==> src/rtl/instruction_fetch_unit_if.sv <==
// Fetch-unit bus: instruction-memory request, issue handshake to decode
// and redirect input from execute.
interface instruction_fetch_unit_if #(
   parameter int ADDR_WIDTH  = 24,
   parameter int INSTR_WIDTH = 24
);
   logic                   ImemReq;
   logic [ADDR_WIDTH-1:0]  ImemAddr;
   logic                   ImemAck;
   logic [INSTR_WIDTH-1:0] ImemData;
   logic                   InstrValid;
   logic                   InstrReady;
   logic [INSTR_WIDTH-1:0] Instr;
   logic [ADDR_WIDTH-1:0]  InstrPC;
   logic [3:0]             OPCODE;
   logic                   InstrIllegal;
   logic                   Redirect;
   logic [ADDR_WIDTH-1:0]  RedirectPC;
   logic                   Halted;

   modport master (
      output ImemReq,
      output ImemAddr,
      input  ImemAck,
      input  ImemData,
      output InstrValid,
      input  InstrReady,
      output Instr,
      output InstrPC,
      output OPCODE,
      output InstrIllegal,
      input  Redirect,
      input  RedirectPC,
      output Halted
   );

   modport slave (
      input  ImemReq,
      input  ImemAddr,
      output ImemAck,
      output ImemData,
      input  InstrValid,
      output InstrReady,
      input  Instr,
      input  InstrPC,
      input  OPCODE,
      input  InstrIllegal,
      output Redirect,
      output RedirectPC,
      input  Halted
   );
endinterface

==> src/rtl/instruction_fetch_unit.sv <==
// Instruction fetch front end: PC, req/ack memory fetch, valid/ready issue,
// redirect handling and HALT stop.
module instruction_fetch_unit #(
   parameter int                    ADDR_WIDTH  = 24,
   parameter int                    INSTR_WIDTH = 24,
   parameter logic [ADDR_WIDTH-1:0] RESET_PC    = '0
) (
   input  logic                      Clock,
   input  logic                      Reset,
   instruction_fetch_unit_if.master  bus
);

   typedef enum logic [2:0] {
      S_IDLE,
      S_FETCH,
      S_ISSUE,
      S_DRAIN,
      S_HALT
   } state_e;

   localparam logic [3:0] OP_HALT = 4'hF;

   state_e                 state_q, state_d;
   logic [ADDR_WIDTH-1:0]  pc_q, pc_d;
   logic [ADDR_WIDTH-1:0]  pend_q, pend_d;
   logic [ADDR_WIDTH-1:0]  ipc_q, ipc_d;
   logic [INSTR_WIDTH-1:0] instr_q, instr_d;
   logic [3:0]             opcode;
   logic                   legal;

   assign opcode = instr_q[INSTR_WIDTH-1 -: 4];

   always_ff @(posedge Clock) begin
      if (Reset) begin
         state_q <= S_IDLE;
         pc_q    <= RESET_PC;
         pend_q  <= '0;
         ipc_q   <= '0;
         instr_q <= '0;
      end else begin
         state_q <= state_d;
         pc_q    <= pc_d;
         pend_q  <= pend_d;
         ipc_q   <= ipc_d;
         instr_q <= instr_d;
      end
   end

   // pc_q is the live request address in both FETCH and DRAIN,
   // so it must only move when the request completes.
   always_comb begin
      state_d = state_q;
      pc_d    = pc_q;
      pend_d  = pend_q;
      ipc_d   = ipc_q;
      instr_d = instr_q;
      unique case (state_q)
         S_IDLE: begin
            if (bus.Redirect) pc_d = bus.RedirectPC;
            state_d = S_FETCH;
         end
         S_FETCH: begin
            if (bus.Redirect) begin
               if (bus.ImemAck) begin
                  pc_d = bus.RedirectPC;
               end else begin
                  pend_d  = bus.RedirectPC;
                  state_d = S_DRAIN;
               end
            end else if (bus.ImemAck) begin
               instr_d = bus.ImemData;
               ipc_d   = pc_q;
               pc_d    = pc_q + 1'b1;
               state_d = S_ISSUE;
            end
         end
         S_DRAIN: begin
            if (bus.ImemAck) begin
               pc_d    = bus.Redirect ? bus.RedirectPC : pend_q;
               state_d = S_FETCH;
            end else if (bus.Redirect) begin
               pend_d = bus.RedirectPC;
            end
         end
         S_ISSUE: begin
            if (bus.Redirect) begin
               pc_d    = bus.RedirectPC;
               state_d = S_FETCH;
            end else if (bus.InstrReady) begin
               state_d = (opcode == OP_HALT) ? S_HALT : S_FETCH;
            end
         end
         S_HALT: begin
            if (bus.Redirect) begin
               pc_d    = bus.RedirectPC;
               state_d = S_FETCH;
            end
         end
         default: state_d = S_IDLE;
      endcase
   end

   always_comb begin
      legal = 1'b0;
      unique case (opcode)
         4'h1, 4'h2, 4'h3,
         4'h4, 4'h6, 4'hF: legal = 1'b1;
         default:          legal = 1'b0;
      endcase
   end

   assign bus.ImemReq      = (state_q == S_FETCH) || (state_q == S_DRAIN);
   assign bus.ImemAddr     = pc_q;
   assign bus.InstrValid   = (state_q == S_ISSUE);
   assign bus.Instr        = instr_q;
   assign bus.InstrPC      = ipc_q;
   assign bus.OPCODE       = opcode;
   assign bus.InstrIllegal = bus.InstrValid & ~legal;
   assign bus.Halted       = (state_q == S_HALT);

endmodule

==> src/flat_wrapper.sv <==
// flat-port wrapper written by rule: the top's interface ports become plain ports
module instruction_fetch_unit_flat 
#(
   parameter int                    ADDR_WIDTH  = 24,
   parameter int                    INSTR_WIDTH = 24,
   parameter logic [ADDR_WIDTH-1:0] RESET_PC    = '0
)
  (Clock, Reset, bus_ImemReq, bus_ImemAddr, bus_ImemAck, bus_ImemData, bus_InstrValid, bus_InstrReady, bus_Instr, bus_InstrPC, bus_OPCODE, bus_InstrIllegal, bus_Redirect, bus_RedirectPC, bus_Halted);
  instruction_fetch_unit_if #(.ADDR_WIDTH(ADDR_WIDTH), .INSTR_WIDTH(INSTR_WIDTH)) bus_i ();
  input  logic Clock;
  input  logic Reset;
  output wire logic [$bits(bus_i.ImemReq)-1:0] bus_ImemReq;
  output wire logic [$bits(bus_i.ImemAddr)-1:0] bus_ImemAddr;
  input wire logic [$bits(bus_i.ImemAck)-1:0] bus_ImemAck;
  input wire logic [$bits(bus_i.ImemData)-1:0] bus_ImemData;
  output wire logic [$bits(bus_i.InstrValid)-1:0] bus_InstrValid;
  input wire logic [$bits(bus_i.InstrReady)-1:0] bus_InstrReady;
  output wire logic [$bits(bus_i.Instr)-1:0] bus_Instr;
  output wire logic [$bits(bus_i.InstrPC)-1:0] bus_InstrPC;
  output wire logic [$bits(bus_i.OPCODE)-1:0] bus_OPCODE;
  output wire logic [$bits(bus_i.InstrIllegal)-1:0] bus_InstrIllegal;
  input wire logic [$bits(bus_i.Redirect)-1:0] bus_Redirect;
  input wire logic [$bits(bus_i.RedirectPC)-1:0] bus_RedirectPC;
  output wire logic [$bits(bus_i.Halted)-1:0] bus_Halted;
  assign bus_ImemReq = bus_i.ImemReq;
  assign bus_ImemAddr = bus_i.ImemAddr;
  assign bus_i.ImemAck = bus_ImemAck;
  assign bus_i.ImemData = bus_ImemData;
  assign bus_InstrValid = bus_i.InstrValid;
  assign bus_i.InstrReady = bus_InstrReady;
  assign bus_Instr = bus_i.Instr;
  assign bus_InstrPC = bus_i.InstrPC;
  assign bus_OPCODE = bus_i.OPCODE;
  assign bus_InstrIllegal = bus_i.InstrIllegal;
  assign bus_i.Redirect = bus_Redirect;
  assign bus_i.RedirectPC = bus_RedirectPC;
  assign bus_Halted = bus_i.Halted;
  instruction_fetch_unit #(.ADDR_WIDTH(ADDR_WIDTH), .INSTR_WIDTH(INSTR_WIDTH), .RESET_PC(RESET_PC)) u_core (.Clock(Clock), .Reset(Reset), .bus(bus_i));
endmodule
==> config.mk <==
export PLATFORM = sky130hd
export DESIGN_NAME = instruction_fetch_unit_flat
export DESIGN_NICKNAME = d
export VERILOG_FILES = /design/src/rtl/instruction_fetch_unit_if.sv /design/src/rtl/instruction_fetch_unit.sv /design/src/flat_wrapper.sv
export SDC_FILE = /design/constraint.sdc
export NUM_CORES = 1
export LEC_CHECK = 0
export CAP_MARGIN = 10
export CORE_UTILIZATION = 30
export DETAILED_ROUTE_END_ITERATION = 8
export SLEW_MARGIN = 30
export SYNTH_ARGS = -nofsm -noshare
export SYNTH_HDL_FRONTEND = slang
export SYNTH_SLANG_ARGS = --single-unit
==> constraint.sdc <==
create_clock -name Clock -period 2.4 [get_ports Clock]
set_input_delay 0.24 -clock Clock [delete_from_list [all_inputs] [get_ports Clock]]
set_output_delay 0.24 -clock Clock [all_outputs]
set_load 0.02 [all_outputs]
==> results of run 1 <==
==> synthesized netlist by cell type (all sizes together), types with 4 or more instances <==
cell      n
nor3      5
clkbuf   36
o21ai    17
o31ai     4
mux2i     6
nand2b    5
buf      18
a21o      8
nand4     6
a211oi   13
a31o      4
a21oi    89
o22ai    14
and3      4
nand3b    4
nor2     37
nor4      4
o22a      5
nand3    12
dfxtp    99
a31oi     5
nand2   166
==> cells by family after synthesis <==
kind of cell / count (synthesis) / share of synthesized area (%)
compound gates: 196 / 25.8
xor+xnor: 4 / 0.728
fa+ha+maj: 1 / 0.260
buf+inv: 58 / 5.18
flops: 99 / 41.2
mux: 8 / 1.72
simple gates: 266 / 25.1
==> per-stage QoR <==
stage	instance area (sq um)	utilization (%)	power (uW)	setup WS, ns
after floorplan	4820	-	2360	0.201
after global placement	6500	42.1	2820	0.128
after detailed placement	6500	42.1	2830	0.110
after CTS	6790	44.0	4300	0.0597
after global routing	6800	44.0	4450	0.0208
final	6800	44.0	4260	0.183
==> metal layers <==
metal	GRT usage (%)	wire length (microns)
met1	25.8	7000
met2	30.7	7330
met3	3.58	978
met4	5.40	184
met5	0	0
==> repair_timing <==
item	CTS	global route
setup buffers	0	0
endpoints found under the hold margin	0	0
gates resized for setup	0	2
setup endpoints to repair	0	2
hold buffers	0	0
==> power groups by stage <==
stage | Sequential (uW) | Combinational, uW | Clock [uW]
final | 1850 | 944 | 1460
after global routing | 1860 | 1030 | 1560
after CTS | 1850 | 945 | 1500
after detailed placement | 1880 | 941 | 0
after global placement | 1880 | 937 | 0
after floorplan | 1960 | 396 | 0
==> worst paths after layout <==
check,start,end,cells past startpoint
min reg2reg,u_core.bus.InstrPC[17]$_SDFFE_PP0P_,u_core.bus.InstrPC[17]$_SDFFE_PP0P_,2
max,u_core.bus.ImemAddr[11]$_SDFFE_PP0P_,u_core.bus.ImemAddr[19]$_SDFFE_PP0P_,5
max reg2reg,u_core.bus.ImemAddr[11]$_SDFFE_PP0P_,u_core.bus.ImemAddr[19]$_SDFFE_PP0P_,5
min,Reset,u_core.bus.Instr[20]$_SDFFE_PP0P_,2
==> area by class of cell <==
cell class,instances,area [sq um]
flip-flops and latches,99,1980
fillers,1560,8630
well taps,211,264
repair buffers,174,1650
clock buffers,10,229
inverters,4,15.0
multi-input cells,475,2590
clock inverters,6,66.3
==> flip-flops by register name, summed over array words and instances (netlist names) <==
signal,count
u_core.bus.ImemAddr,24
u_core.bus.InstrPC,24
u_core.state_q,3
u_core.bus.Instr,24
u_core.pend_q,24
==> flow_summary_export.csv, run 1 <==
group,metric,value,unit
cts,cts_root_buffer,"clkbuf_16",
timing,fin_crit_sh,92.4,%
die,initial_utilization,31.2,%
cts,cts_made_buffers,9,
critical_path,slowest_delay,0.60,ns
timing,worst_pin_slew,0.859,ns
critical_path,crit_type,"reg -> reg",
finish,synthToLayoutAreaGrowth,41.2,%
route,drt_iter0_markers,368,
critical_path,end_kind,"flop",
global_routing,grt-ovfl-total,0,
cts,clk_pin_slew,0.07,ns
power_and_ir_drop,comb_power_share,22.2,%
place,placed_cells,963,
job,drv_cap,0,
synthesis,synth_top_area_share,41.2,%
cts,cts_tree,"yes",
place,place.gp.congestion,0.849,
route,drcViolationCount,0,
cts,clockBufferDepth,2,
finish,final_cell_mix,"165 x nand2_1, 131 x clkdlybuf4s50_1, 98 x dfxtp_1",
synthesis,yosys-top-cells-area,"dfxtp_1 41%, nand2_1 13%, a21oi_1 9.3%, nor2_1 2.9%, clkbuf_1 2.8%",
synthesis,synth-edff-count,0,
timing,min_period,2.22,ns
critical_path,cp_num_buf_inv,0,
synthesis,synthCells,632,
die,die_h,129,microns
die,dieArea,16500,sq um
synthesis,yosys_warnings,0,
route,dr.pass1.iters,5,
power_and_ir_drop,seqPwrFrac,43.4,%
route,post_drt_via_cell_ratio,5.16,
die,die_w,129,microns
timing,rsz0062_at_grt,"no",
power_and_ir_drop,p_per_area,626,nW/um^2
critical_path,cp_top_family,"simple AND/OR/NAND/NOR gates",
finish,nets,817,
critical_path,critPathArrivalTime,2.46,ns
route,num_vias,5051,
timing,setup-tns-final,0,ns
synthesis,async_reset_ff_share,0,%
critical_path,rrSetupSlack,0.18,ns
timing,finalSetupViolations,0,
power_and_ir_drop,switching_share,29.6,%
synthesis,ys_seq_elements,99,
global_routing,grt_usage,19.0,%
timing,slew_headroom,42.7,%
global_routing,grt_first_pass_wirelength,24700,microns
synthesis,synth-main-ff-cell,"dfxtp_1",
status,status,"complete, no violations",
cts,cts_max_level,3,
global_routing,antenna_found_initial,0,
power_and_ir_drop,p_leak,0.00237,uW
timing,hold_ws,0.181,ns
critical_path,crit_chain,"nand4_2, or4_4, or4b_4, o21ai_1, a31oi_1",
critical_path,crit_fanout,8,
route,ant_nets,0,
synthesis,syn_area,4810,sq um
power_and_ir_drop,internal_power,2990,uW
critical_path,start_kind,"flop",
power_and_ir_drop,ir_drop,0.328,mV
die,coreArea,15400,sq um
synthesis,syn_nets,686,
finish,antenna_cells,0,
min_path,min_path_type,"in -> reg",
synthesis,yosys.area.top_type,"dfxtp_1",
die,ios,133,
power_and_ir_drop,p_clk_share,34.4,%
cts,numClockSinks,99,
route,routedWlPerCell,15.8,microns
die,rows,45,
cts,clock_latency,0.35,ns
timing,fmaxAchievable,451,MHz
critical_path,cp_slowest_cell,"or4_4",
timing,drv_slew,0,
synthesis,ys_seq_area_share,41.2,%
finish,drive_gt1_share,9.90,%
power_and_ir_drop,switchingPower,1260,uW
finish,final_common_cell,"nand2_1",
global_routing,grt_max_degree,80,
timing,skew,0.00461,ns
place,hpwl,11400,microns
route,wl,15500,microns
synthesis,synth_cell_types,65,
synthesis,syn_area_per_cell,7.61,sq um
global_routing,grt_pass1_vias,4631,
finish,final_cell_count_no_fill,979,
place,io_buffers,132,
critical_path,crit_required,2.64,ns
timing,hold_viol,0,
Power figures use the tool's default switching activity.
==> inputs of run 2 (changes only) <==
--- a/config.mk
+++ b/config.mk
@@ -6,8 +6,11 @@
 export NUM_CORES = 1
 export LEC_CHECK = 0
 export CAP_MARGIN = 10
+export CELL_PAD_IN_SITES_DETAIL_PLACEMENT = 1
+export CELL_PAD_IN_SITES_GLOBAL_PLACEMENT = 1
 export CORE_UTILIZATION = 30
 export DETAILED_ROUTE_END_ITERATION = 8
+export PLACE_DENSITY_LB_ADDON = 0.1
 export SLEW_MARGIN = 30
 export SYNTH_ARGS = -nofsm -noshare
 export SYNTH_HDL_FRONTEND = slang
==> flow_summary_export.csv, run 2 (synthesized netlist as in run 1, its figures left out) <==
group,metric,value,unit
status,status,"complete, no violations",
route,ant_nets,0,
power_and_ir_drop,ir_drop,0.394,mV
timing,min_period,2.25,ns
timing,fin_crit_sh,93.8,%
global_routing,antenna_found_initial,1,
critical_path,crit_chain,"nor2b_1, clkdlybuf4s50_1",
die,coreArea,15400,sq um
timing,worst_pin_slew,0.761,ns
route,drcViolationCount,0,
timing,setup-tns-final,0,ns
cts,clock_latency,0.35,ns
timing,slew_headroom,49.3,%
min_path,min_to,"u_core.bus.Instr[10]$_SDFFE_PP0P_",
die,initial_utilization,31.2,%
critical_path,r2r-end,"u_core.bus.ImemAddr[19]$_SDFFE_PP0P_",
cts,cts_tree,"yes",
cts,cts_root_buffer,"clkbuf_16",
global_routing,grt_first_pass_wirelength,28700,microns
critical_path,start_kind,"flop",
die,dieArea,16500,sq um
critical_path,cp_num_buf_inv,1,
die,die_h,129,microns
finish,stdcell_area,6890,sq um
global_routing,grt_usage,22.4,%
global_routing,grt-ovfl-total,0,
critical_path,crit_required,2.16,ns
critical_path,cp_slowest_cell,"clkdlybuf4s50_1",
global_routing,grt_pass1_vias,5204,
route,dr.pass1.iters,4,
power_and_ir_drop,p_per_area,633,nW/um^2
cts,clk_pin_slew,0.07,ns
timing,rsz0062_at_grt,"no",
power_and_ir_drop,finalPower,4360,uW
critical_path,crit_fanout,9,
place,hpwl,13200,microns
cts,cts_made_buffers,9,
timing,skew,0.00609,ns
finish,final_cell_mix,"165 x nand2_1, 131 x clkdlybuf4s50_1, 97 x dfxtp_1",
finish,drive_gt1_share,10.7,%
timing,drv_slew,0,
place,placedInstanceArea,6580,sq um
finish,nets,825,
place,place.gp.congestion,0.821,
finish,synthToLayoutAreaGrowth,43.2,%
power_and_ir_drop,seqPwrFrac,42.8,%
critical_path,reg2regPathDepth,5,
cts,clockBufferDepth,2,
die,die_w,129,microns
die,ios,133,
critical_path,r2r_start,"u_core.bus.ImemAddr[7]$_SDFFE_PP0P_",
timing,hold_viol,0,
critical_path,end_kind,"primary output",
min_path,min_path_type,"in -> reg",
finish,antenna_cells,0,
timing,fmaxAchievable,444,MHz
route,routedWlPerCell,18.4,microns
route,post_drt_via_cell_ratio,5.26,
min_path,hold_start,"bus_ImemData[10]",
route,num_vias,5185,
power_and_ir_drop,p_leak,0.00243,uW
route,drt_iter0_markers,291,
power_and_ir_drop,comb_power_share,22.5,%
finish,fillers,1889,
timing,finalSetupViolations,0,
critical_path,slowest_delay,0.69,ns
critical_path,cp_top_family,"buffers and inverters",
timing,setup_ws,0.148,ns
power_and_ir_drop,p_clk_share,34.8,%
critical_path,crit_type,"reg -> out",
place,dp_slack,0.0383,ns
min_path,hold_depth,3,
critical_path,critPathArrivalTime,2.01,ns
place,io_buffers,132,
power_and_ir_drop,switching_share,29.8,%
power_and_ir_drop,switchingPower,1300,uW
timing,hold_ws,0.437,ns
critical_path,rrSetupSlack,0.23,ns
die,rows,45,
job,drv_cap,0,
global_routing,grt_max_degree,92,
cts,cts_max_level,3,
power_and_ir_drop,internal_power,3060,uW
route,wl,18200,microns
cts,numClockSinks,99,
finish,final_common_cell,"nand2_1",
cts,cts_setup_buffers,0,
run 2: cell count changes in the layout (fill, tap and decap cells not counted):
cell / change
buf_2: +1
clkinvlp_4: -2
dfxtp_1: -1
dfxtp_2: +1
inv_6: +1
clkbuf_8: +2
clkinv_4: -1
clkinv_2: -1
nor2b_2: -1
buf_6: +1
buf_12: +2
buf_4: +4
nor2b_1: +1
run 2: cell type report:
class | count | area, sq um | share of cell area [%]
Multi-Input combinational cell | 475 | 2590 | 37.6
Sequential cell | 99 | 1980 | 28.8
Timing Repair Buffer | 182 | 1730 | 25.2
Tap cell | 211 | 264 | 3.83
Clock buffer | 12 | 256 | 3.72
Clock inverter | 3 | 46.3 | 0.672
Inverter | 4 | 15.0 | 0.218
run 2: what timing repair did:
action                     4_1_cts  5_1_grt
setup endpoints to repair        0        2
gates resized for setup          0        2
hold buffers                     0        0
hold endpoints to repair         0        0
run 2: worst max-delay path by stage:
stage / start / endpoint / slack [ns] / depth (start not counted)
after floorplan: u_core.bus.ImemAddr[4]$_SDFFE_PP0P_ / u_core.bus.ImemAddr[19]$_SDFFE_PP0P_ / 0.20 / 6
after global placement: bus_Redirect / u_core.bus.ImemAddr[22]$_SDFFE_PP0P_ / 0.09 / 7
after detailed placement: bus_Redirect / u_core.bus.ImemAddr[19]$_SDFFE_PP0P_ / 0.04 / 6
after CTS: u_core.state_q[1]$_SDFFE_PP0P_ / bus_InstrIllegal / 0.05 / 4
after global routing: u_core.state_q[0]$_SDFFE_PP0P_ / bus_ImemReq / 0.08 / 2
final: u_core.state_q[0]$_SDFFE_PP0P_ / bus_ImemReq / 0.15 / 2
run 2: routing by layer:
| layer | wire length, microns | vias up | track usage [%] |
|---|---|---|---|
| met5 | 0 | - | 0 |
| met2 | 8660 | 151 | 36.7 |
| met4 | 403 | 0 | 8.58 |
| met3 | 1010 | 28 | 3.41 |
| met1 | 8100 | 2489 | 29.6 |
| li1 | - | 2517 | - |
run 2: power by group through the flow:
stage          registers (uW)  clock network (uW)  logic (uW)
4_1_cts                  1860                1560         986
2_1_floorplan            1960                   0         396
5_1_grt                  1880                1640        1050
3_5_place_dp             1900                   0         980
3_3_place_gp             1900                   0         959
6_report                 1870                1520         981
run 2: through the flow:
| step | std cells | util, % |
|---|---|---|
| 3_3_place_gp | 971 | 42.6 |
| 6_report | 986 | 44.6 |
| 2_1_floorplan | 632 | - |
| 5_1_grt | 986 | 44.6 |
| 4_1_cts | 986 | 44.6 |
| 3_5_place_dp | 971 | 42.6 |
run 2: worst min-delay path: cells and delay by family:
| family | cells | cell delay (ns) |
|---|---|---|
| AO/OA/AOI/OAI | 1 | 0.05 |
| buffers and inverters | 1 | 0.40 |
| AND/OR/NAND/NOR | 1 | 0.05 |
